**config.mk**
```make
export PLATFORM = sky130hd
export DESIGN_NAME = mcast_tx_port
export DESIGN_NICKNAME = d
export VERILOG_FILES = /design/src/rtl/mcast_tx_port.sv
export SDC_FILE = /design/constraint.sdc
export NUM_CORES = 1
export LEC_CHECK = 0
export ABC_AREA = 1
export CAP_MARGIN = 20
export CELL_PAD_IN_SITES_DETAIL_PLACEMENT = 1
export CELL_PAD_IN_SITES_GLOBAL_PLACEMENT = 1
export CORE_MARGIN = 2
export CORE_UTILIZATION = 46
export CTS_BUF_LIST = sky130_fd_sc_hd__clkbuf_16
export CTS_CLUSTER_DIAMETER = 150
export CTS_CLUSTER_SIZE = 30
export DETAILED_ROUTE_END_ITERATION = 16
export PLACE_DENSITY = 0.88
export SLEW_MARGIN = 25
export SYNTH_ARGS = -nofsm -noshare
export SYNTH_HDL_FRONTEND = slang
export SYNTH_SLANG_ARGS = --single-unit
```
**constraint.sdc**
```tcl
create_clock -name clk -period 3.25 [get_ports clk]
set_input_delay 0.8125 -clock clk [delete_from_list [all_inputs] [get_ports clk]]
set_output_delay 0.8125 -clock clk [all_outputs]
set_load 0.01 [all_outputs]
```
**src/rtl/mcast_tx_port.sv**
```systemverilog
// Multicast crossbar transmit port: buffers flits in a FIFO and keeps the head flit
// on the crossbar until every destination in its mask has acknowledged it.
module mcast_tx_port #(
  parameter int PORTS = 2,
  parameter int WIDTH = 8,
  parameter int DEPTH = 4
) (
  input  logic                       clk,
  input  logic                       rst_n,
  input  logic [WIDTH-1:0]           in_data,
  input  logic [PORTS-1:0]           in_dest,
  input  logic                       in_valid,
  output logic                       in_ready,
  output logic [WIDTH-1:0]           xb_data,
  output logic [PORTS-1:0]           xb_dest,
  input  logic [PORTS-1:0]           ack,
  output logic                       done,
  output logic [$clog2(DEPTH+1)-1:0] level
);

  localparam int LW = $clog2(DEPTH + 1);
  localparam int PW = $clog2(DEPTH);

  typedef enum logic {IDLE, SEND} state_t;

  state_t           state;
  logic [PW-1:0]    rd_ptr;
  logic [PW-1:0]    wr_ptr;
  logic [PORTS-1:0] pending;
  logic [WIDTH-1:0] data_mem [DEPTH];
  logic [PORTS-1:0] dest_mem [DEPTH];

  logic             push;
  logic             retire;
  logic [PORTS-1:0] remain;

  // in_ready looks at level only, so a retire never opens a slot in the same cycle.
  assign in_ready = rst_n && (level < LW'(DEPTH));
  assign push     = in_valid && in_ready && (in_dest != '0);
  assign remain   = pending & ~ack;
  assign retire   = (state == SEND) && (remain == '0);

  assign xb_data  = (state == SEND) ? data_mem[rd_ptr] : '0;
  assign xb_dest  = (state == SEND) ? pending : '0;

  always_ff @(posedge clk) begin
    if (push) begin
      data_mem[wr_ptr] <= in_data;
      dest_mem[wr_ptr] <= in_dest;
    end
  end

  always_ff @(posedge clk or negedge rst_n) begin
    if (!rst_n) begin
      state   <= IDLE;
      rd_ptr  <= '0;
      wr_ptr  <= '0;
      pending <= '0;
      level   <= '0;
      done    <= 1'b0;
    end else begin
      done <= retire;
      if (push)   wr_ptr <= wr_ptr + PW'(1);
      if (retire) rd_ptr <= rd_ptr + PW'(1);
      case ({push, retire})
        2'b10:   level <= level + LW'(1);
        2'b01:   level <= level - LW'(1);
        default: level <= level;
      endcase
      case (state)
        IDLE: begin
          if (push) begin
            state   <= SEND;
            pending <= in_dest;
          end
        end
        SEND: begin
          // The next head comes from the FIFO if one is stored, else straight from a same-cycle push.
          if (!retire) begin
            pending <= remain;
          end else if (level > LW'(1)) begin
            pending <= dest_mem[rd_ptr + PW'(1)];
          end else if (push) begin
            pending <= in_dest;
          end else begin
            state   <= IDLE;
            pending <= '0;
          end
        end
        default: begin
          state   <= IDLE;
          pending <= '0;
        end
      endcase
    end
  end

endmodule

```
==> After elaboration in Yosys (flattened, before gate mapping) <==
Memory sizes are Yosys's and may differ from the RTL's.
Cells that the tools add are included.
{ "classes": {"add_sub_neg": 4, "n_lt_le_gt_ge": 2, "eq_ne": 3, "muxes": 13, "bitwise": 3, "reduce_logical": 7} }
{ "op_table": {"columns": ["operator", "count"], "rows": [
  ["2-bit two-way mux", 5],
  ["8-bit two-way mux", 1],
  ["3-bit one-hot mux with 2 select lines", 1],
  ["2-bit by 1-bit adder with 2-bit output (second input constant)", 2],
  ["1-bit logical AND", 4],
  ["1-bit two-way mux", 4],
  ["2-bit one-hot mux with 2 select lines", 1],
  ["2-bit nonzero test", 2],
  ["3-bit by 1-bit adder with 3-bit output (second input constant)", 1],
  ["3-bit by 1-bit greater-than comparator with 1-bit output (second input constant)", 1],
  ["3-bit less-than comparator (second input constant)", 1],
  ["3-bit by 1-bit subtractor with 3-bit output (second input constant)", 1],
  ["2-bit AND", 1],
  ["2-bit by 1-bit == test with 1-bit output (second input constant)", 1],
  ["2-bit == test (second input constant)", 1],
  ["2-bit logical NOT", 1],
  ["2-bit != test (second input constant)", 1],
  ["2-bit NOT", 1],
  ["1-bit one-hot mux with 2 select lines", 1],
  ["1-bit NOT", 1]
]} }
{ "totals": {"ff_bits": 11, "ramBits": 40, "in_bits": 15, "output_inout_bits": 15, "word_cells": 40, "n_memories": 2} }
{ "memory_table": {"columns": ["memory", "depth", "width", "read_ports", "rd_ports_with_merged_regs", "write_ports", "line_no", "source"], "rows": [
  ["data_mem", 4, 8, 1, 0, 1, "30", "logic [WIDTH-1:0] data_mem [DEPTH];"],
  ["dest_mem", 4, 2, 1, 0, 1, "31", "logic [PORTS-1:0] dest_mem [DEPTH];"]
]} }

==> Logic depth before layout (Yosys ltp) <==
{ "depth": {"word_depth": 8, "depth_mapped": 10, "ltp_nobuf": 10} }

==> Worst setup path after synthesis <==
OpenSTA, ideal clock, no wires.
{ "synth_path": {"path_type": "input-to-reg", "startpoint": "input port rst_n", "endpoint": "memory data_mem[0][0] (enable)", "setup_time_ns": 0.376, "t_arrival_ns": 1.715, "required_time_ns": 2.874, "slack_ns": 1.158, "stages": 5, "path_buffers": 1, "path_cell_list": "inv_1 > nor2_2 > nand2_2 > buf_6 > nor2_1"} }
{ "synth_via": {"elab_chain_len": 5} }
{ "synth_lines": {"columns": ["item", "line_no", "source"], "rows": [
  ["start, declared", "9", "input logic rst_n,"],
  ["1-bit logical AND", "38", "assign in_ready = rst_n && (level < LW'(DEPTH));"],
  ["named net in_ready", "13", "output logic in_ready,"],
  ["1-bit logical AND (2 in a row)", "39", "assign push = in_valid && in_ready && (in_dest != '0);"],
  ["1-bit two-way mux", "47", "if (push) begin"],
  ["1-bit two-way mux (not written as such)", "48", "data_mem[wr_ptr] <= in_data;"],
  ["end, declared", "30", null]
]} }
The timed path passes the listed nets, and every way through them passes these cells.

==> Worst setup path after layout <==
{ "layout_path": {"startpoint": "register rd_ptr[0]", "endpoint": "output port xb_data[2]"} }
{ "layout_via": {"elab_chain_len": 2} }
{ "layout_lines": {"columns": ["item", "line_no", "source"], "rows": [
  ["start, declared", "27", "logic [PW-1:0] rd_ptr;"],
  ["start signal, assigned", "64", "if (retire) rd_ptr <= rd_ptr + PW'(1);"],
  ["memory 4 x 8 bit", null, null],
  ["8-bit two-way mux", "43", "assign xb_data = (state == SEND) ? data_mem[rd_ptr] : '0;"],
  ["end, declared", "14", "output logic [WIDTH-1:0] xb_data,"]
]} }
Every way passes these cells.

==> flow_metrics.tcl <==
set metrics [dict create \
    finalCritPeriodShare_pct 92.1 \
    power.switching_fraction_pct 38.0 \
    detail_route.first_pass.iterations 4 \
    synth-seq-cells 51 \
    post_synth_instance_area_um2 2350 \
    timing_max_transition_violations_final 0 \
    grt_pass1_wl_um 8360 \
    period_needed_ns 2.99 \
    cap_violations 0 \
    via_count_of_the_first_global_routing_pass 1732 \
    irDropWorstVdd_mv 0.394 \
    synth_seq_area_share_pct 62.8 \
    final_layout_size_suffix_gt1_share_pct 7.95 \
    relative_contribution_of_combinational_cells_to_total_power_pct 41.9 \
    final_cell_mix "sky130_fd_sc_hd__nand2_1 (47), sky130_fd_sc_hd__nor2_1 (47), sky130_fd_sc_hd__edfxtp_1 (40)" \
    fp.dieArea_um2 5700 \
    num_antenna_cells 0 \
    post_synth.cell_area_avg_um2 10.3 \
    outcome "completed" \
    track_usage_pct 20.4 \
    ant_nets 0 \
    seq_power_share_pct 37.5 \
    worstSetupStartpointType "register" \
    layout-area-overhead-vs-synth_pct 20.9 \
    drt-vias-per-instance 4.90 \
    floorplan.die.width_um 75.5 \
    critical_path_end_type "primary output" \
    drt_wl_total_um 5310 \
    final_util_pct 56.7 \
    detailroute.via_count 1635 \
    floorplan.rows 26 \
    cts-buffers-inserted 5 \
    avgRoutedWirePerCell_um 15.9 \
    postSynthNetCount 252 \
    setup_tns_ns 0 \
    cts_sink_cnt 51 \
    initial_core_util_pct 46.9 \
    clock_tree.htree_level_count 2 \
    path_clk_slew_ns 0.07 \
    synth_adder_area_share_pct 4.26 \
    worst-endpoint-required_ns 2.44 \
    root_buffer "sky130_fd_sc_hd__clkbuf_16" \
    synth.yosys.warnings 0 \
    final.setup_skew_ns 0.00317 \
    total_power_uw 2500 \
    cp_max_fo 22 \
    hold_path_class "reg2reg" \
    design.core.area_um2 5010 \
    antenna_found_initial 0 \
    tritoncts "done" \
    hold_violation_total_from_the_final_report 0 \
    synth_compound_area_share_pct 6.39 \
    io_buffer_count 29 \
    criticalPathCategory "reg2out" \
    gp_congestion 0.765 \
    synthSimpleGateAreaFrac_pct 17.1 \
    setup_viol 0 \
    boundaryPins 30 \
    ys_top_cells_by_area "sky130_fd_sc_hd__edfxtp_1 (51%), sky130_fd_sc_hd__dfrtp_1 (12%), sky130_fd_sc_hd__nand2_1 (7.5%), sky130_fd_sc_hd__nor2_1 (7.5%), sky130_fd_sc_hd__ha_1 (4.3%)" \
    dp_hpwl_um 3510 \
    synth_xor_xnor_area_share_pct 1.86 \
    rsz0062_at_grt "false" \
    netlist.area_leader.share_pct 51.1 \
    worst-slew-pin-transition_ns 0.525 \
    post-route-drc-count 0 \
    power.net_switching_uw 948 \
    pre_cts_ws_ns 0.345 \
    setup_ws_ns 0.258 \
    nNetsFinal 286 \
    max_clock_freq_mhz 334 \
    timing.max_slew.rel_slack_pct 65.0 \
    global_route.overflow_total 0 \
    grt_start_max_net_pins 23 \
    post-cts-setup-buffer-count 0 \
    power.density_cell_area_nw_per_um2 879 \
    power.static_leakage_uw 0.00118 \
    worstSkewPairLatency_ns 0.29 \
    synth_mux_area_share_pct 0 \
    synth_top_area_cell "sky130_fd_sc_hd__edfxtp_1" \
    yosysUniqueCellTypes 21 \
    chipHeight_um 75.5 \
    drt-initial-drc-count 82 \
    synth_top_family_by_area "simple AND/OR/NAND/NOR gates" \
    crit_arrival_ns 2.18 \
    syn_inst 229 \
    p_int_uw 1550 \
    power.clock.fraction_pct 20.6 \
    cts.path.max_buffers 2 \
    holdBufCountCts 0 \
]
-- kinds of logic (layout without fill, tap and decap cells) --
kind of cell	Yosys count	count (layout)
adders and majority gates	8	8
xor gates and xnor gates	5	5
buffers and inverters	34	69
and+or+nand+nor	101	101
AOI/OAI and AO/OA	30	30
DFF	51	51
-- Yosys cell counts, drive strengths merged --
cell	number
nor2	49
nand2	48
edfxtp	40
inv	25
o21ai	20
dfrtp	11
a21oi	10
buf	8
ha	8
nand3	4
xor2	3
xnor2	2
clkinv	1
-- metal layers --
| layer | global-route usage [%] | wire length [um] |
|---|---|---|
| met1 | 25.7 | 2360 |
| met2 | 35.1 | 2730 |
| met3 | 4.10 | 165 |
| met4 | 7.41 | 58 |
| met5 | 0 | 0 |
-- critical path, stage by stage, from the launching register on --
cell,delay [ns]
sky130_fd_sc_hd__dfrtp_2,0.56
sky130_fd_sc_hd__inv_2,0.36
sky130_fd_sc_hd__o21ai_0,0.17
sky130_fd_sc_hd__a21oi_1,0.22
sky130_fd_sc_hd__clkdlybuf4s50_1,0.57
-- power groups by stage --
stage / Clock [uW] / Sequential [uW] / Combinational, uW
after global routing: 554 / 954 / 1170
after detailed placement: 0 / 947 / 1040
after floorplan: 0 / 902 / 720
after global placement: 0 / 934 / 988
final: 515 / 936 / 1040
after CTS: 524 / 936 / 1060
-- final timing paths --
kind,start,slack (ns),depth (start not counted),end
worst min register to register,level[0]$_DFFE_PN0P_,0.59,1,level[0]$_DFFE_PN0P_
worst max register to register,level[2]$_DFFE_PN0P_,1.43,7,level[2]$_DFFE_PN0P_
min in group asynchronous,rst_n,0.87,2,pending[1]$_DFFE_PN0P_
max in group asynchronous,rst_n,2.21,2,rd_ptr[0]$_DFFE_PN0N_
worst max-delay path,rd_ptr[0]$_DFFE_PN0N_,0.26,4,xb_data[2]
worst min-delay path,level[0]$_DFFE_PN0P_,0.59,1,level[0]$_DFFE_PN0P_
-- sequential cells by signal, indices dropped and copies added (netlist names) --
name,count
pending,2
wr_ptr,2
rd_ptr,2
dest_mem,8
level,3
state,1
data_mem,32
done,1
-- layout make-up --
type / count / area, um2
repair buffers: 35 / 335
clock buffers: 5 / 125
clock inverters: 3 / 22.5
fillers: 550 / 2170
well taps: 70 / 87.6
inverters: 26 / 97.6
multi-input cells: 144 / 696
flip-flops and latches: 51 / 1480
-- metrics by stage --
stage | cells | hold WS, ns | cell area [um2]
global placement | 326 | 0.583 | 2690
CTS | 334 | 0.607 | 2840
finish | 334 | 0.592 | 2840
floorplan | 229 | 0.517 | 2350
detailed placement | 326 | 0.589 | 2690
global route | 334 | 0.624 | 2840
-- repair_timing --
| item | 4_1_cts | 5_1_grt |
|---|---|---|
| gates resized for setup | 0 | 1 |
| hold endpoints to repair | 0 | 0 |
| endpoints found under the setup margin | 0 | 6 |
(Power assumes the default switching activity.)
